--- config.mk ---
export PLATFORM = sky130hd
export DESIGN_NAME = bram_seq_master_flat
export DESIGN_NICKNAME = d
export VERILOG_FILES = /design/src/rtl/bram_seq_master_if.sv /design/src/rtl/bram_seq_master.sv /design/src/flat_wrapper.sv
export SDC_FILE = /design/constraint.sdc
export NUM_CORES = 1
export LEC_CHECK = 0
export ABC_CLOCK_PERIOD_IN_PS = 5500
export CAP_MARGIN = 5
export CORE_MARGIN = 5
export CORE_UTILIZATION = 50
export DETAILED_ROUTE_END_ITERATION = 10
export DONT_BUFFER_PORTS = 1
export GPL_ROUTABILITY_DRIVEN = 0
export PLACE_DENSITY = 0.65
export SYNTH_ARGS = -nofsm -noshare
export SYNTH_HDL_FRONTEND = slang
export SYNTH_SLANG_ARGS = --single-unit
--- constraint.sdc ---
create_clock -name clk -period 5.5 [get_ports clk]
set_clock_uncertainty 0.1 [all_clocks]
set_input_delay 1.65 -clock clk [delete_from_list [all_inputs] [get_ports clk]]
set_output_delay 1.65 -clock clk [all_outputs]
set_load 0.05 [all_outputs]
--- src/rtl/bram_seq_master_if.sv ---
// rtl/bram_seq_master_if.sv - request and response channels of bram_seq_master
// slave: the sequencer's view; master: the requester/consumer's view.
interface bram_seq_master_if;
  logic        req_valid;
  logic        req_ready;
  logic        req_we;
  logic [7:0]  req_addr;
  logic [15:0] req_wdata;
  logic        rsp_valid;
  logic        rsp_ready;
  logic [15:0] rsp_data;
  logic [7:0]  rsp_addr;
  logic        rsp_last;

  modport slave (
    input  req_valid, req_we, req_addr, req_wdata, rsp_ready,
    output req_ready, rsp_valid, rsp_data, rsp_addr, rsp_last
  );

  modport master (
    output req_valid, req_we, req_addr, req_wdata, rsp_ready,
    input  req_ready, rsp_valid, rsp_data, rsp_addr, rsp_last
  );
endinterface

--- src/rtl/bram_seq_master.sv ---
// rtl/bram_seq_master.sv - request/sweep sequencer for one SB_RAM256x16 with credit-managed response FIFO
// Optional full-RAM sweep engine is built when BRAM_SEQ_SWEEP_EN is defined.
module bram_seq_master #(
  parameter int RSP_DEPTH = 4
) (
  input  logic                   clk,
  input  logic                   rst,
  bram_seq_master_if.slave       bus,
  input  logic                   sweep_start,
  input  logic [7:0]             sweep_base,
  output logic                   sweep_busy,
  output logic                   ram_we,
  output logic                   ram_wclke,
  output logic                   ram_re,
  output logic                   ram_rclke,
  output logic [7:0]             ram_waddr,
  output logic [7:0]             ram_raddr,
  output logic [15:0]            ram_wdata,
  output logic [15:0]            ram_mask,
  input  logic [15:0]            ram_rdata
);
  localparam int PW = $clog2(RSP_DEPTH);
  localparam int CW = PW + 1;
`ifdef BRAM_SEQ_SWEEP_EN
  localparam int ENT_W = 25;
`else
  localparam int ENT_W = 24;
`endif
  localparam logic [CW:0] DEPTH_L = (CW+1)'(RSP_DEPTH);

  logic        idle;
  logic        swp_issue;
  logic [7:0]  swp_addr;
  logic        swp_last;
  logic [1:0]  in_flight;
  logic        credit_ok;
  logic        req_fire;
  logic        push;
  logic        pop;

  logic        ram_we_q, ram_we_d;
  logic [7:0]  ram_waddr_q, ram_waddr_d;
  logic [15:0] ram_wdata_q, ram_wdata_d;
  logic        ram_re_q, ram_re_d;
  logic [7:0]  ram_raddr_q, ram_raddr_d;
  logic        rlast1_q, rlast1_d;
  logic        rd_vld_q, rd_vld_d;
  logic [7:0]  rd_addr_q, rd_addr_d;
  logic        rd_last_q, rd_last_d;

  logic [ENT_W-1:0] mem_q [RSP_DEPTH];
  logic [ENT_W-1:0] mem_d [RSP_DEPTH];
  logic [PW-1:0]    wptr_q, wptr_d;
  logic [PW-1:0]    rptr_q, rptr_d;
  logic [CW-1:0]    count_q, count_d;
  logic [ENT_W-1:0] push_ent;
  logic [ENT_W-1:0] head;

  // in_flight = read on the RAM port this cycle + read whose data is on ram_rdata now
  assign in_flight = {1'b0, ram_re_q} + {1'b0, rd_vld_q};
  assign credit_ok = ({1'b0, count_q} + {{(CW-1){1'b0}}, in_flight}) < DEPTH_L;

  assign bus.req_ready = ~rst & idle & (bus.req_we | credit_ok);
  assign req_fire      = bus.req_valid & bus.req_ready;
  assign push          = rd_vld_q;
  assign pop           = (count_q != '0) & bus.rsp_ready;

`ifdef BRAM_SEQ_SWEEP_EN
  typedef enum logic [1:0] {
    S_IDLE  = 2'd0,
    S_SWEEP = 2'd1,
    S_DRAIN = 2'd2
  } state_e;

  state_e     state_q, state_d;
  logic       pend_q, pend_d;
  logic [7:0] saddr_q, saddr_d;
  logic [7:0] scnt_q, scnt_d;

  always_ff @(posedge clk) begin
    if (rst) begin
      state_q <= S_IDLE;
      pend_q  <= 1'b0;
      saddr_q <= '0;
      scnt_q  <= '0;
    end else begin
      state_q <= state_d;
      pend_q  <= pend_d;
      saddr_q <= saddr_d;
      scnt_q  <= scnt_d;
    end
  end

  always_comb begin
    state_d   = state_q;
    pend_d    = pend_q;
    saddr_d   = saddr_q;
    scnt_d    = scnt_q;
    swp_issue = 1'b0;
    case (state_q)
      S_IDLE: begin
        if (sweep_start) saddr_d = sweep_base;
        if (sweep_start || pend_q) begin
          scnt_d = '0;
          if (in_flight == 2'd0) begin
            state_d = S_SWEEP;
            pend_d  = 1'b0;
          end else begin
            pend_d  = 1'b1;
          end
        end
      end
      S_SWEEP: begin
        if (credit_ok) begin
          swp_issue = 1'b1;
          saddr_d   = saddr_q + 8'd1;
          scnt_d    = scnt_q + 8'd1;
          if (scnt_q == 8'hFF) state_d = S_DRAIN;
        end
      end
      S_DRAIN: begin
        if (rd_vld_q && rd_last_q) state_d = S_IDLE;
      end
      default: state_d = S_IDLE;
    endcase
  end

  assign idle       = (state_q == S_IDLE);
  assign sweep_busy = ~idle;
  assign swp_addr   = saddr_q;
  assign swp_last   = (scnt_q == 8'hFF);
  assign push_ent   = {ram_rdata, rd_addr_q, rd_last_q};
`else
  logic unused_sweep;
  assign unused_sweep = &{1'b0, sweep_start, sweep_base, rd_last_q};
  assign idle       = 1'b1;
  assign sweep_busy = 1'b0;
  assign swp_issue  = 1'b0;
  assign swp_addr   = '0;
  assign swp_last   = 1'b0;
  assign push_ent   = {ram_rdata, rd_addr_q};
`endif

  always_comb begin
    ram_we_d    = req_fire & bus.req_we;
    ram_waddr_d = ram_waddr_q;
    ram_wdata_d = ram_wdata_q;
    if (ram_we_d) begin
      ram_waddr_d = bus.req_addr;
      ram_wdata_d = bus.req_wdata;
    end
    ram_re_d    = (req_fire & ~bus.req_we) | swp_issue;
    ram_raddr_d = ram_raddr_q;
    if (swp_issue)     ram_raddr_d = swp_addr;
    else if (ram_re_d) ram_raddr_d = bus.req_addr;
    rlast1_d  = swp_issue & swp_last;
    rd_vld_d  = ram_re_q;
    rd_addr_d = ram_raddr_q;
    rd_last_d = rlast1_q;
  end

  always_comb begin
    mem_d   = mem_q;
    wptr_d  = wptr_q;
    rptr_d  = rptr_q;
    count_d = count_q;
    if (push) begin
      mem_d[wptr_q] = push_ent;
      wptr_d        = wptr_q + 1'b1;
    end
    if (pop) rptr_d = rptr_q + 1'b1;
    if (push && !pop)      count_d = count_q + 1'b1;
    else if (!push && pop) count_d = count_q - 1'b1;
  end

  always_ff @(posedge clk) begin
    if (rst) begin
      ram_we_q    <= 1'b0;
      ram_waddr_q <= '0;
      ram_wdata_q <= '0;
      ram_re_q    <= 1'b0;
      ram_raddr_q <= '0;
      rlast1_q    <= 1'b0;
      rd_vld_q    <= 1'b0;
      rd_addr_q   <= '0;
      rd_last_q   <= 1'b0;
      wptr_q      <= '0;
      rptr_q      <= '0;
      count_q     <= '0;
    end else begin
      ram_we_q    <= ram_we_d;
      ram_waddr_q <= ram_waddr_d;
      ram_wdata_q <= ram_wdata_d;
      ram_re_q    <= ram_re_d;
      ram_raddr_q <= ram_raddr_d;
      rlast1_q    <= rlast1_d;
      rd_vld_q    <= rd_vld_d;
      rd_addr_q   <= rd_addr_d;
      rd_last_q   <= rd_last_d;
      wptr_q      <= wptr_d;
      rptr_q      <= rptr_d;
      count_q     <= count_d;
    end
  end

  // Storage needs no reset: an empty count masks stale entries.
  always_ff @(posedge clk) begin
    mem_q <= mem_d;
  end

  assign head          = mem_q[rptr_q];
  assign bus.rsp_valid = (count_q != '0);
  assign bus.rsp_data  = bus.rsp_valid ? head[ENT_W-1 -: 16] : 16'h0;
  assign bus.rsp_addr  = bus.rsp_valid ? head[ENT_W-17 -: 8] : 8'h0;
`ifdef BRAM_SEQ_SWEEP_EN
  assign bus.rsp_last  = bus.rsp_valid & head[0];
`else
  assign bus.rsp_last  = 1'b0;
`endif

  assign ram_we    = ram_we_q;
  assign ram_wclke = ram_we_q;
  assign ram_waddr = ram_waddr_q;
  assign ram_wdata = ram_wdata_q;
  assign ram_re    = ram_re_q;
  assign ram_rclke = ram_re_q;
  assign ram_raddr = ram_raddr_q;
  assign ram_mask  = 16'h0;
endmodule

--- src/flat_wrapper.sv ---
// flat-port wrapper written by rule: the top's interface ports become plain ports
module bram_seq_master_flat 
#(
  parameter int RSP_DEPTH = 4
)
  (clk, rst, sweep_start, sweep_base, sweep_busy, ram_we, ram_wclke, ram_re, ram_rclke, ram_waddr, ram_raddr, ram_wdata, ram_mask, ram_rdata, bus_req_valid, bus_req_we, bus_req_addr, bus_req_wdata, bus_rsp_ready, bus_req_ready, bus_rsp_valid, bus_rsp_data, bus_rsp_addr, bus_rsp_last);
  bram_seq_master_if bus_i ();
  input  logic clk;
  input  logic rst;
  input  logic sweep_start;
  input  logic [7:0] sweep_base;
  output logic sweep_busy;
  output logic ram_we;
  output logic ram_wclke;
  output logic ram_re;
  output logic ram_rclke;
  output logic [7:0] ram_waddr;
  output logic [7:0] ram_raddr;
  output logic [15:0] ram_wdata;
  output logic [15:0] ram_mask;
  input  logic [15:0] ram_rdata;
  input wire logic [$bits(bus_i.req_valid)-1:0] bus_req_valid;
  input wire logic [$bits(bus_i.req_we)-1:0] bus_req_we;
  input wire logic [$bits(bus_i.req_addr)-1:0] bus_req_addr;
  input wire logic [$bits(bus_i.req_wdata)-1:0] bus_req_wdata;
  input wire logic [$bits(bus_i.rsp_ready)-1:0] bus_rsp_ready;
  output wire logic [$bits(bus_i.req_ready)-1:0] bus_req_ready;
  output wire logic [$bits(bus_i.rsp_valid)-1:0] bus_rsp_valid;
  output wire logic [$bits(bus_i.rsp_data)-1:0] bus_rsp_data;
  output wire logic [$bits(bus_i.rsp_addr)-1:0] bus_rsp_addr;
  output wire logic [$bits(bus_i.rsp_last)-1:0] bus_rsp_last;
  assign bus_i.req_valid = bus_req_valid;
  assign bus_i.req_we = bus_req_we;
  assign bus_i.req_addr = bus_req_addr;
  assign bus_i.req_wdata = bus_req_wdata;
  assign bus_i.rsp_ready = bus_rsp_ready;
  assign bus_req_ready = bus_i.req_ready;
  assign bus_rsp_valid = bus_i.rsp_valid;
  assign bus_rsp_data = bus_i.rsp_data;
  assign bus_rsp_addr = bus_i.rsp_addr;
  assign bus_rsp_last = bus_i.rsp_last;
  bram_seq_master #(.RSP_DEPTH(RSP_DEPTH)) u_core (.clk(clk), .rst(rst), .bus(bus_i), .sweep_start(sweep_start), .sweep_base(sweep_base), .sweep_busy(sweep_busy), .ram_we(ram_we), .ram_wclke(ram_wclke), .ram_re(ram_re), .ram_rclke(ram_rclke), .ram_waddr(ram_waddr), .ram_raddr(ram_raddr), .ram_wdata(ram_wdata), .ram_mask(ram_mask), .ram_rdata(ram_rdata));
endmodule
* After elaboration in Yosys (flattened, before gate mapping) *
Cells that the tools add are included.

word-level totals
  input port bits = 54
  register bits = 146
  output and inout port bits = 80
  word-level logic and storage cells = 51

cells by class
  order comparisons = 4
  mux-type cells = 10
  reductions and logical operators = 7
  add/sub/neg operators = 6
  bitwise logic cells = 10

operator list
  cell                                                        number
  bitwise mux 96 bit                                          1
  two-way mux 24 bit                                          3
  binary-select mux 24 bit (select 2 bit)                     1
  demux 24 bit (select 2 bit)                                 1
  two-way mux 16 bit                                          1
  two-way mux 8 bit                                           1
  >= comparator 3 bit, second input constant                  2
  two-way mux 3 bit                                           2
  inverter 2 -> 3 bit                                         2
  bitwise AND 1 bit                                           5
  adder 2 x 1 -> 2 bit, second input constant                 2
  adder 3 x 2 -> 4 bit                                        1
  less-than comparator 4 x 3 -> 1 bit, second input constant  1
  adder 3 x 1 -> 3 bit, second input constant                 1
  logical AND 1 bit                                           3
  less-than comparator 3 x 1 -> 1 bit, second input constant  1
  nonzero test 3 bit                                          1
  subtractor 3 x 1 -> 3 bit, second input constant            1
  adder 1 x 1 -> 2 bit                                        1
  zero test 1 bit                                             2
  inverter 1 bit                                              2
  nonzero test 2 bit                                          1
  OR 1 bit                                                    1

* Logic depth before layout (Yosys ltp) *
Gate-level depths: netlist of run 1.

  word-level depth = 7
  mapped depth = 7

* Least setup slack after synthesis of run 1 *
OpenSTA, ideal clock, no wires.

  path kind = input to output
  from = input rst
  to = output bus_req_ready
  required time = 3750 ps
  buffers on the path = 1
  slack = 1526 ps
  stages on the path = 2
  data arrival time = 2224 ps
  cell sequence = clkbuf_1 o21ba_2

on the way
  word-level cells in the longest chain between the ends = 2

ends and longest elaborated chain
  element            RTL line               RTL
  start, declared    flat_wrapper.sv:9      input logic rst;
  inverter 1 bit     bram_seq_master.sv:63  assign bus.req_ready = ~rst & idle & (bus.req_we | credit_ok);
  bitwise AND 1 bit  bram_seq_master.sv:63
  end, declared      flat_wrapper.sv:27     output wire logic [$bits(bus_i.req_ready)-1:0] bus_req_ready;

Every way passes these cells.

* Worst setup path after layout of run 1 *
  from = register u_core.rptr_q[0]
  to = output bus_rsp_addr[1]

on the way
  word-level cells in the longest chain between the ends = 5

ends and longest elaborated chain
  element                                                 RTL line                RTL
  start, declared                                         bram_seq_master.sv:54   logic [PW-1:0] rptr_q, rptr_d;
  start signal, assigned                                  bram_seq_master.sv:201  rptr_q <= rptr_d;
  inverter 2 -> 3 bit (not written as such)               bram_seq_master.sv:211  assign head = mem_q[rptr_q];
  binary-select mux 24 bit (select 2 bit)                 bram_seq_master.sv:211
  two-way mux 24 bit (not written as such) (2 in series)  bram_seq_master.sv:211
  two-way mux 8 bit                                       bram_seq_master.sv:214  assign bus.rsp_addr = bus.rsp_valid ? head[ENT_W-17 -: 8] : 8'h0;
  end, declared                                           flat_wrapper.sv:30      output wire logic [$bits(bus_i.rsp_addr)-1:0] bus_rsp_addr;

Every way passes these cells. The select of a mux whose other input is x is not followed.

==> results of run 1 <==
-- per-stage QoR --
step	hold slack (ns)	total power [mW]	std cells
after floorplan	0.338	2.13	390
after global routing	0.396	3.38	531
after global placement	0.353	2.19	499
final	0.377	3.23	531
after detailed placement	0.368	2.21	499
after CTS	0.380	3.28	531
-- per-layer routing --
metal	up-vias	wire, um
met2	117	4350
met5	-	0
li1	1316	-
met3	10	1050
met1	1304	4130
met4	0	124
-- registers in the layout, summed over array words and instances, names as in the netlist, 2 cells and up --
| signal | count |
|---|---|
| u_core.rptr_q | 2 |
| u_core.ram_raddr | 8 |
| u_core.wptr_q | 2 |
| u_core.ram_waddr | 8 |
| u_core.rd_addr_q | 8 |
| u_core.count_q | 3 |
| u_core.ram_wdata | 16 |
| u_core.mem_q | 96 |
-- synth_stat cells (all sizes together) --
| library cell | number | area, um^2 |
|---|---|---|
| edfxtp | 96 | 2880 |
| dfxtp | 50 | 1000 |
| nand2 | 50 | 188 |
| a21oi | 27 | 135 |
| buf | 25 | 183 |
| nor2b | 25 | 156 |
| mux4 | 24 | 541 |
| clkbuf | 12 | 45.0 |
| inv | 12 | 45.0 |
| nand2b | 9 | 56.3 |
| o2bb2ai | 8 | 70.1 |
| ha | 6 | 75.1 |
| nor2 | 6 | 22.5 |
| and2 | 5 | 31.3 |
| xor2 | 3 | 26.3 |
| mux2i | 2 | 20.0 |
| o21ai | 2 | 10.0 |
| or3 | 2 | 12.5 |
| a2111oi | 1 | 27.5 |
| a211oi | 1 | 12.5 |
| a21o | 1 | 7.51 |
| conb | 1 | 3.75 |
| fa | 1 | 20.0 |
| nor3 | 1 | 10.0 |
| o21ba | 1 | 10.0 |
| o31ai | 1 | 7.51 |
| xnor2 | 1 | 8.76 |
-- kinds of logic (layout without fill, tap and decap cells) --
kind of cell	after synthesis	after routing	share of synthesized area [%]
flops	146	146	69.3
other cells	1	18	0.0669
xor+xnor	4	4	0.625
compound gates	42	42	5.00
simple gates	98	98	8.50
fa+ha+maj	7	7	1.70
mux	26	26	10.0
buf+inv	49	50	4.86
-- where the power goes --
| group | internal (mW) | switching, mW |
|---|---|---|
| combinational | 0.180 | 0.633 |
| sequential | 1.21 | 0.140 |
| clock | 0.637 | 0.427 |
-- final cells by class --
type | instances | area (um^2)
fill | 870 | 4710
sequential | 146 | 3880
multi-input combinational | 195 | 1520
clock buffer | 22 | 489
tap | 140 | 175
clock inverter | 10 | 67.6
timing repair buffer | 6 | 45.0
inverter | 12 | 45.0
-- critical path: cells and delay by family, from the launching register on --
| kind | cells | cell delay (ns) |
|---|---|---|
| multiplexers | 1 | 0.36 |
| flip-flops | 1 | 0.93 |
| AND/OR/NAND/NOR | 1 | 0.82 |
-- worst min-delay path by stage --
stage | endpoint | slack (ns) | depth (start not counted)
floorplan | u_core.mem_q[0] | 0.34 | 0
detailed placement | u_core.mem_q[29] | 0.37 | 0
CTS | u_core.mem_q[77] | 0.38 | 0
global route | u_core.mem_q[78] | 0.40 | 0
finish | u_core.mem_q[52] | 0.38 | 0
global placement | u_core.mem_q[25] | 0.35 | 0
==> impl_results.rst, run 1 <==
.. list-table::
   :header-rows: 1

   * - Metric
     - Value
   * - Final setup TNS
     - 0 ns
   * - Count of instances resized after the clock tree is built
     - 0
   * - Register-to-register setup slack
     - 3.25 ns
   * - Number of vias in the routed layout
     - 2747
   * - Share of synthesized area occupied by flip-flops and latches
     - 69.3%
   * - Pre-CTS setup slack
     - 1.58 ns
   * - Final Slew Violations
     - 0
   * - CTS sink count
     - 146
   * - Layout Cell Area excl Fill
     - just over 6000 um^2
   * - Routed length per instance
     - ~18 um
   * - Setup repair after global routing missed its margin
     - false
   * - Die X-Extent
     - approximately 120 um
   * - Largest vdd supply drop
     - 0.257 mV
   * - Number of nets with antenna violations after routing
     - 0
   * - Std cell rows
     - 38
   * - GRT Residual Overflow
     - 0
   * - Endpoint required time on the critical path
     - 3.75 ns
   * - Share of post-route cells with drive strength above 1
     - 16.9%
   * - Root Driver
     - sky130_fd_sc_hd__clkbuf_16
   * - Layout area overhead
     - 11.1%
   * - Setup violations, final
     - 0
   * - Tcrit/Tclk final
     - between 70% and 80%
   * - Worst-path cell chain
     - mux4_2 -> nor2b_1
   * - Number of clock buffers inserted by TritonCTS
     - 17
   * - Clock transition at the registers of the reported paths
     - 0.06 ns
   * - Remaining design rule violation count
     - 0
   * - Placed Area
     - 5670 um^2
   * - Antenna violations before repair
     - 0
   * - Final worst path period need
     - 4.28 ns
   * - Worst endpoint data arrival time
     - 2.53 ns
   * - Startpoint of the lowest-slack hold path
     - u_core.rd_addr_q[4]
   * - Crit-path slowest cell
     - sky130_fd_sc_hd__dfxtp_2
   * - Setup Fix Bufs, Post-CTS
     - 0
   * - Final hold viol count
     - 0
   * - Wire length after detailed routing
     - 9650 um
   * - First-iteration detailed-routing DRC count
     - between 100 and 150
   * - Diodes inserted
     - 0
   * - Total die area
     - 13400 um^2
   * - Critical path endpoint
     - bus_rsp_addr[1]
   * - Kind of capture point of the worst setup path
     - output pin
   * - Vias in the first global route
     - 2936
   * - Number of warnings issued by yosys
     - 0
   * - Starting density of the core
     - 51.3%
   * - Maximum level of the CTS H-tree
     - 4
   * - Length of the first detailed-routing pass in iterations
     - 4
   * - Headroom to the max-slew limit
     - 27.8%
   * - Global routing met3 resource utilization
     - 8.30%
   * - Max-cap violations
     - 0
   * - Commonest non-fill, non-tap cell in the layout
     - sky130_fd_sc_hd__edfxtp_1
   * - Biggest fanout along the worst timing path
     - 26
   * - IO Count
     - 134
   * - Vias per cell
     - 5.17
   * - Global Route met2 Usage
     - 23.5%
   * - Critical register-to-register path endpoint
     - u_core.count_q[2]
   * - Result of the run
     - finished, final reports clean
   * - Start of the worst register-to-register path
     - u_core.count_q[2]
   * - Largest net degree at the start of global routing
     - 44
   * - First element of the critical path
     - u_core.rptr_q[0]
   * - Reg2reg path depth
     - 7
   * - Most frequent cells in the layout
     - 96 x sky130_fd_sc_hd__edfxtp_1, 50 x sky130_fd_sc_hd__nand2_1, 49 x sky130_fd_sc_hd__dfxtp_1, 27 x sky130_fd_sc_hd__a21oi_1, 25 x sky130_fd_sc_hd__nor2b_1
   * - PD cells
     - about 520 nW/um^2
   * - Tightest Pin Transition
     - roughly 1.1 ns
   * - Worst skew pair latency
     - 0.41 ns
   * - Core Box Area
     - 10900 um^2
   * - Hold-fix buffer count after cts
     - 0
   * - IO buf count
     - 0
   * - Die span in y
     - 116 um
   * - Nets
     - 439
   * - Clock tree from TritonCTS
     - done
   * - Met1 global-route usage
     - 18.6%
   * - Unique cell type count in the Yosys netlist
     - 28
   * - Startpoint class of the critical path
     - flop
   * - Class of the most critical setup path
     - reg2out
   * - Syn avg cell area
     - 15.0 um^2
   * - Busiest metal layer after global routing
     - met2
   * - Worst path max stage delay
     - 0.93 ns
   * - Kind of path behind the tightest hold check
     - reg2reg
   * - Max clock buf depth
     - 2
   * - Highest clock rate
     - 0.234 GHz
   * - HPWL Detailed
     - 6160 um
   * - Leakage power summed over all cells
     - 2.17 nW
   * - Gate Count Post-Synth
     - 373
   * - Post-layout util
     - 57.0%
   * - Worst-case setup margin in the final layout
     - 1.22 ns
   * - Synthesized flop and latch total
     - 146
   * - Cell area after synthesis
     - 5610 um^2
   * - Wire length of the first global-routing pass
     - 15400 um
   * - GRT Util Overall
     - 15.5%
Power figures use the tool's default switching activity.
==> run 2: changes to the inputs <==
--- a/config.mk
+++ b/config.mk
@@ -5,7 +5,7 @@
 export SDC_FILE = /design/constraint.sdc
 export NUM_CORES = 1
 export LEC_CHECK = 0
-export ABC_CLOCK_PERIOD_IN_PS = 5500
+export ABC_CLOCK_PERIOD_IN_PS = 4200
 export CAP_MARGIN = 5
 export CORE_MARGIN = 5
 export CORE_UTILIZATION = 50
==> constraint.sdc (replaced) <==
create_clock -name clk -period 4.2 [get_ports clk]
set_clock_uncertainty 0.1 [all_clocks]
set_input_delay 1.26 -clock clk [delete_from_list [all_inputs] [get_ports clk]]
set_output_delay 1.26 -clock clk [all_outputs]
set_load 0.05 [all_outputs]
==> impl_results.rst, run 2 (same netlist as run 1, synthesis figures left out) <==
.. list-table::
   :header-rows: 1

   * - Metric
     - Value
   * - Nets
     - 466 (was 439)
   * - Proportion of power drawn by combinational gates
     - 28.7% (was 25.2%)
   * - Proportion of total power due to net switching
     - 35.1% (was 37.2%)
   * - Number of vias in the routed layout
     - 2877 (was 2747)
   * - Maximum level of the CTS H-tree
     - 4 (unchanged)
   * - Hold-fix buffer count after cts
     - 0 (unchanged)
   * - Register bank with the most flops
     - u_core.mem_q (unchanged)
   * - Remaining design rule violation count
     - 0 (unchanged)
   * - Clock group share of total power
     - 34.0% (was 33.0%)
   * - Endpoint required time on the critical path
     - 2.84 ns (was 3.75 ns)
   * - Flip-flop count of the largest register, all copies and words added
     - 96 (unchanged)
   * - Tightest Pin Transition
     - 0.936 ns (was 1.08 ns)
   * - Final hold viol count
     - 0 (unchanged)
   * - Largest net degree at the start of global routing
     - 44 (unchanged)
   * - Vias in the first global route
     - 3041 (was 2936)
   * - GRT Residual Overflow
     - 0 (unchanged)
   * - GRT Util Overall
     - 15.7% (was 15.5%)
   * - Min Hold Slack
     - 0.376 ns (was 0.377 ns)
   * - Die X-Extent
     - 116 um (unchanged)
   * - Layout area overhead
     - 16.0% (was 11.1%)
   * - HPWL Detailed
     - 6540 um (was 6160 um)
   * - Headroom to the max-slew limit
     - 37.5% (was 27.8%)
   * - Max-cap violations
     - 0 (unchanged)
   * - Starting density of the core
     - 51.3% (unchanged)
   * - Setup repair after global routing missed its margin
     - false (unchanged)
   * - Core Box Area
     - 10900 um^2 (unchanged)
   * - Highest clock rate
     - 0.280 GHz
   * - CTS sink count
     - 146 (unchanged)
   * - Internal power contribution
     - 3.02 mW (was 2.03 mW)
   * - Post-layout util
     - 59.5% (was 57.0%)
   * - Std cell rows
     - 38 (unchanged)
   * - Share of post-route cells with drive strength above 1
     - 22.0% (was 16.9%)
   * - Start of the worst register-to-register path
     - u_core.count_q[2] (unchanged)
   * - Leakage power summed over all cells
     - 2.33 nW (was 2.17 nW)
   * - Biggest fanout along the worst timing path
     - 13 (was 26)
   * - Final setup TNS
     - 0 ns (unchanged)
   * - Critical register-to-register path endpoint
     - u_core.count_q[2] (unchanged)
   * - Tcrit/Tclk final
     - 85.1%
   * - Final worst path period need
     - 3.58 ns
   * - Result of the run
     - finished, final reports clean (unchanged)
   * - Reg2reg path depth
     - 7 (unchanged)
   * - Root Driver
     - sky130_fd_sc_hd__clkbuf_16 (unchanged)
   * - Power share of the sequential group
     - 37.3% (was 41.9%)
   * - Most frequent cells in the layout
     - 96 x sky130_fd_sc_hd__edfxtp_1, 50 x sky130_fd_sc_hd__nand2_1, 49 x sky130_fd_sc_hd__dfxtp_1, 33 x sky130_fd_sc_hd__buf_4, 27 x sky130_fd_sc_hd__a21oi_1 (was 96 x sky130_fd_sc_hd__edfxtp_1, 50 x sky130_fd_sc_hd__nand2_1, 49 x sky130_fd_sc_hd__dfxtp_1, 27 x sky130_fd_sc_hd__a21oi_1, 25 x sky130_fd_sc_hd__nor2b_1)
   * - Worst skew pair latency
     - 0.41 ns (about the same)
   * - IO buf count
     - 0 (unchanged)
   * - Wire length of the first global-routing pass
     - 15800 um (was 15400 um)
   * - Class of the most critical setup path
     - reg2out (unchanged)
   * - Register-to-register setup slack
     - 1.88 ns (was 3.25 ns)
   * - Net switching power figure
     - 1.63 mW (was 1.20 mW)
   * - Number of clock buffers inserted by TritonCTS
     - 17 (unchanged)
   * - Capture endpoint of the worst hold path
     - u_core.mem_q[28] (was u_core.mem_q[52])
   * - Clock transition at the registers of the reported paths
     - 0.06 ns (about the same)
   * - Routed length per instance
     - 17.7 um (was 18.2 um)
   * - Antenna violations before repair
     - 0 (unchanged)
   * - Design Power
     - 4.65 mW (was 3.23 mW)
   * - Instance count along the most critical hold path
     - 0 (unchanged)
   * - Startpoint class of the critical path
     - flop (unchanged)
   * - Startpoint of the lowest-slack hold path
     - u_core.rd_addr_q[4] (unchanged)
   * - Max clock buf depth
     - 2 (unchanged)
   * - Die span in y
     - 116 um (unchanged)
   * - Setup violations, final
     - 0 (unchanged)
   * - Non-filler instance count after layout
     - 558 (was 531)
   * - Commonest non-fill, non-tap cell in the layout
     - sky130_fd_sc_hd__edfxtp_1 (unchanged)
   * - Post-placement cell count
     - 526 (was 499)
   * - Number of nets with antenna violations after routing
     - 0 (unchanged)
   * - Kind of capture point of the worst setup path
     - output pin (unchanged)
   * - Largest vdd supply drop
     - 0.473 mV (was 0.257 mV)
   * - Final Slew Violations
     - 0 (unchanged)
   * - Vias per cell
     - 5.16 (was 5.17)
   * - Diodes inserted
     - 0 (unchanged)
   * - Setup Fix Bufs, Post-CTS
     - 0 (unchanged)
   * - Length of the first detailed-routing pass in iterations
     - 4 (unchanged)
   * - Count of instances resized after the clock tree is built
     - 0 (unchanged)
   * - Wire length after detailed routing
     - 9860 um (was 9650 um)
   * - Worst endpoint data arrival time
     - 2.22 ns (was 2.53 ns)
   * - First-iteration detailed-routing DRC count
     - 178 (was 108)
   * - Kind of path behind the tightest hold check
     - reg2reg (unchanged)
   * - Total die area
     - 13400 um^2 (unchanged)
   * - Clock tree from TritonCTS
     - done (unchanged)
   * - IO Count
     - 134 (unchanged)
   * - PD cells
     - 715 nW/um^2 (was 518 nW/um^2)
run 2: changes by cell type in the layout (fill, tap and decap cells not counted), sizes merged:
| cell | before | now |
|---|---|---|
| bufinv | 0 | 4 |
| buf | 6 | 33 |
| clkinvlp | 0 | 1 |
| clkinv | 3 | 5 |
| inv | 19 | 16 |
| clkbuf | 22 | 18 |
run 2: cell type report:
type	instances	area, um^2
sequential	146	3880
fill	828	4430
tap	140	175
inverter	12	45.0
timing repair buffer	33	248
clock inverter	14	204
clock buffer	18	429
multi-input combinational	195	1520
run 2: worst max path at each step:
stage | start | endpoint | depth (start not counted) | slack, ns
2_1_floorplan | rst | bus_req_ready | 2 | 1.01
3_3_place_gp | u_core.rptr_q[0] | bus_rsp_data[13] | 4 | 1.0
3_5_place_dp | u_core.rptr_q[0] | bus_rsp_data[10] | 4 | 0.98
4_1_cts | u_core.rptr_q[0] | bus_rsp_data[10] | 4 | 0.54
5_1_grt | u_core.rptr_q[0] | bus_rsp_data[13] | 4 | 0.46
6_report | u_core.rptr_q[0] | bus_rsp_data[13] | 4 | 0.62
run 2: routing by layer:
metal / track usage, % / part of all wire [%]
met4: 6.42 / 0.95
met5: 0 / 0
met1: 19.2 / 40
met3: 7.26 / 12
met2: 24.4 / 47
run 2: critical path, stage by stage (launching register included):
cell and delay, ns:
sky130_fd_sc_hd__dfxtp_2 0.60, sky130_fd_sc_hd__buf_4 0.32, sky130_fd_sc_hd__mux4_2 0.51, sky130_fd_sc_hd__nor2b_1 0.15, sky130_fd_sc_hd__buf_4 0.23
run 2: power by group through the flow:
stage	Clock, mW	Sequential (mW)	Combinational, mW
floorplan	0	1.73	1.06
detailed placement	0	1.77	1.36
global route	1.69	1.75	1.42
finish	1.58	1.74	1.33
CTS	1.61	1.74	1.36
global placement	0	1.77	1.34
run 2: stage by stage:
stage          setup slack, ns  area (um^2)
3_3_place_gp              1.00         5870
5_1_grt                  0.457         6510
2_1_floorplan             1.01         5670
3_5_place_dp             0.976         5870
4_1_cts                  0.541         6510
6_report                 0.625         6510
==> run 3: changes to the inputs <==
--- a/config.mk
+++ b/config.mk
@@ -5,14 +5,13 @@
 export SDC_FILE = /design/constraint.sdc
 export NUM_CORES = 1
 export LEC_CHECK = 0
-export ABC_CLOCK_PERIOD_IN_PS = 4200
 export CAP_MARGIN = 5
 export CORE_MARGIN = 5
-export CORE_UTILIZATION = 50
+export CORE_UTILIZATION = 45
 export DETAILED_ROUTE_END_ITERATION = 10
 export DONT_BUFFER_PORTS = 1
 export GPL_ROUTABILITY_DRIVEN = 0
-export PLACE_DENSITY = 0.65
+export PLACE_DENSITY = 0.6
 export SYNTH_ARGS = -nofsm -noshare
 export SYNTH_HDL_FRONTEND = slang
 export SYNTH_SLANG_ARGS = --single-unit
==> impl_results.rst, run 3 (same netlist as run 1, synthesis figures left out) <==
.. list-table::
   :header-rows: 1

   * - Metric
     - Value
   * - Std cell rows
     - 40 (was 38)
   * - Internal power contribution
     - 2.98 mW (was 3.02 mW)
   * - Worst-path cell chain
     - buf_12 -> mux4_2 -> nor2b_1 -> buf_4 (was buf_4 -> mux4_2 -> nor2b_1 -> buf_4)
   * - Die span in y
     - 122 um (was 116 um)
   * - Worst skew pair latency
     - 0.40 ns (was 0.41 ns)
   * - Diodes inserted
     - 0 (unchanged)
   * - Net switching power figure
     - 1.59 mW (was 1.63 mW)
   * - Vias in the first global route
     - 2954 (was 3041)
   * - Final setup TNS
     - 0 ns (unchanged)
   * - Setup repair after global routing missed its margin
     - false (unchanged)
   * - Max-cap violations
     - 0 (unchanged)
   * - Total die area
     - 14800 um^2 (was 13400 um^2)
   * - Antenna violations before repair
     - 0 (unchanged)
   * - Largest vdd supply drop
     - 0.237 mV (was 0.473 mV)
   * - Max clock buf depth
     - 2 (unchanged)
   * - Setup violations, final
     - 0 (unchanged)
   * - Worst path max stage delay
     - 0.58 ns (was 0.60 ns)
   * - Filler cells
     - 1015 (was 828)
   * - Tightest Pin Transition
     - 0.938 ns (was 0.936 ns)
   * - Final worst path period need
     - 3.48 ns (was 3.58 ns)
   * - Largest net degree at the start of global routing
     - 44 (unchanged)
   * - Clock group share of total power
     - 32.5% (was 34.0%)
   * - Clock transition at the registers of the reported paths
     - 0.05 ns (was 0.06 ns)
   * - IO Count
     - 134 (unchanged)
   * - Power share of the sequential group
     - 38.2% (was 37.3%)
   * - Setup Fix Bufs, Post-CTS
     - 0 (unchanged)
   * - Flip-flop count of the largest register, all copies and words added
     - 96 (unchanged)
   * - Biggest fanout along the worst timing path
     - 16 (was 13)
   * - Kind of path behind the tightest hold check
     - reg2reg (unchanged)
   * - Length of the first detailed-routing pass in iterations
     - 4 (unchanged)
   * - Worst endpoint data arrival time
     - 2.12 ns (was 2.22 ns)
   * - Most frequent cells in the layout
     - 96 x sky130_fd_sc_hd__edfxtp_1, 50 x sky130_fd_sc_hd__nand2_1, 49 x sky130_fd_sc_hd__dfxtp_1, 30 x sky130_fd_sc_hd__buf_4, 27 x sky130_fd_sc_hd__a21oi_1 (was 96 x sky130_fd_sc_hd__edfxtp_1, 50 x sky130_fd_sc_hd__nand2_1, 49 x sky130_fd_sc_hd__dfxtp_1, 33 x sky130_fd_sc_hd__buf_4, 27 x sky130_fd_sc_hd__a21oi_1)
   * - Class of the most critical setup path
     - reg2out (unchanged)
   * - Vias per cell
     - 4.87 (was 5.16)
   * - Proportion of power drawn by combinational gates
     - 29.3% (was 28.7%)
   * - Tcrit/Tclk final
     - 82.9% (was 85.1%)
   * - Count of instances resized after the clock tree is built
     - 0 (unchanged)
   * - Commonest non-fill, non-tap cell in the layout
     - sky130_fd_sc_hd__edfxtp_1 (unchanged)
   * - Core Box Area
     - 12100 um^2 (was 10900 um^2)
   * - Register bank with the most flops
     - u_core.mem_q (unchanged)
   * - Worst-case setup margin in the final layout
     - 0.718 ns (was 0.625 ns)
   * - Routed length per instance
     - 16.5 um (was 17.7 um)
   * - Wire length of the first global-routing pass
     - 15400 um (was 15800 um)
   * - CTS sink count
     - 146 (unchanged)
   * - Kind of capture point of the worst setup path
     - output pin (unchanged)
   * - Final Slew Violations
     - 0 (unchanged)
   * - Critical path buffers and inverters
     - 2 (unchanged)
   * - GRT Util Overall
     - 13.8% (was 15.7%)
   * - Maximum level of the CTS H-tree
     - 4 (unchanged)
   * - Number of clock buffers inserted by TritonCTS
     - 17 (unchanged)
   * - Pre-CTS setup slack
     - 1.09 ns (was 0.976 ns)
   * - Result of the run
     - finished, final reports clean (unchanged)
   * - Wire length after detailed routing
     - 9670 um (was 9860 um)
   * - Starting density of the core
     - 46.3% (was 51.3%)
   * - Nets
     - 465 (was 466)
   * - Crit-path slowest cell
     - sky130_fd_sc_hd__dfxtp_2 (unchanged)
   * - Top Family by Delay on Critical Path
     - flip-flops (unchanged)
   * - Layout area overhead
     - 16.4% (was 16.0%)
   * - Number of vias in the routed layout
     - 2850 (was 2877)
   * - Clock tree from TritonCTS
     - done (unchanged)
   * - Startpoint class of the critical path
     - flop (unchanged)
   * - Root Driver
     - sky130_fd_sc_hd__clkbuf_16 (unchanged)
   * - Share of post-route cells with drive strength above 1
     - 22.1% (was 22.0%)
   * - PD cells
     - 699 nW/um^2 (was 715 nW/um^2)
   * - Highest clock rate
     - 0.287 GHz (was 0.280 GHz)
   * - Proportion of total power due to net switching
     - 34.7% (was 35.1%)
   * - Number of nets with antenna violations after routing
     - 0 (unchanged)
   * - HPWL Detailed
     - 6350 um (was 6540 um)
   * - Endpoint required time on the critical path
     - 2.84 ns (about the same)
   * - First-iteration detailed-routing DRC count
     - 135 (was 178)
   * - Die X-Extent
     - 122 um (was 116 um)
   * - IO buf count
     - 0 (unchanged)
   * - Remaining design rule violation count
     - 0 (unchanged)
   * - Leakage power summed over all cells
     - 2.33 nW (about the same)
   * - Headroom to the max-slew limit
     - 37.4% (was 37.5%)
   * - Final hold viol count
     - 0 (unchanged)
   * - Hold-fix buffer count after cts
     - 0 (unchanged)
   * - GRT Residual Overflow
     - 0 (unchanged)
==> run 3: cell types whose count changed in the layout (fill, tap and decap cells not counted), sizes merged <==
| cell | delta |
|---|---|
| inv | -3 |
| buf | -1 |
| clkbuf | +5 |
| bufinv | -2 |
==> run 3: final timing paths <==
kind | cells after the start | to | startpoint | slack, ns
setup / recovery | 4 | bus_rsp_addr[0] | u_core.rptr_q[0] | 0.72
hold / removal | 0 | u_core.mem_q[26] | u_core.rd_addr_q[2] | 0.38
setup reg to reg | 7 | u_core.count_q[2] | u_core.count_q[2] | 1.90
hold reg to reg | 0 | u_core.mem_q[26] | u_core.rd_addr_q[2] | 0.38
==> run 3: power by group through the flow <==
| stage | combinational (mW) | clock [mW] | sequential [mW] |
|---|---|---|---|
| 2_1_floorplan | 1.06 | 0 | 1.73 |
| 3_5_place_dp | 1.37 | 0 | 1.78 |
| 5_1_grt | 1.43 | 1.59 | 1.75 |
| 4_1_cts | 1.37 | 1.52 | 1.75 |
| 3_3_place_gp | 1.36 | 0 | 1.77 |
| 6_report | 1.34 | 1.48 | 1.74 |
==> run 3: worst reg2reg max path, stage by stage (launching register included) <==
cell and delay, ns:
sky130_fd_sc_hd__dfxtp_1 0.41, sky130_fd_sc_hd__o31ai_1 0.43, sky130_fd_sc_hd__ha_1 0.26, sky130_fd_sc_hd__inv_1 0.06, sky130_fd_sc_hd__fa_1 0.38, sky130_fd_sc_hd__xor2_1 0.16
sky130_fd_sc_hd__or3_1 0.31, sky130_fd_sc_hd__a21oi_1 0.14
==> run 3: cell type report <==
type	count	area (um^2)	share of cell area [%]
sequential	146	3880	59.5
multi-input combinational	195	1520	23.3
clock buffer	23	500	7.67
timing repair buffer	32	265	4.06
tap	168	210	3.22
clock inverter	9	101	1.55
inverter	12	45.0	0.690
==> run 3: routing by layer <==
layer  track usage [%]  wire, um  up-vias  share of wire, %
met5                 0         0        -                 0
met4              6.09       180        0               1.9
met3              7.29      1080       18                11
met1              16.4      3890     1350                40
li1                  -         -     1370                 -
met2              20.7      4520      112                47
==> run 3: per-stage QoR <==
step	hold slack (ns)	area [um^2]	util [%]	instances	total power, mW
global placement	0.350	5930	48.9	553	3.13
floorplan	0.338	5670	-	390	2.78
detailed placement	0.369	5930	48.9	553	3.14
finish	0.382	6530	53.9	585	4.56
global route	0.395	6530	53.9	585	4.78
CTS	0.382	6530	53.9	585	4.64
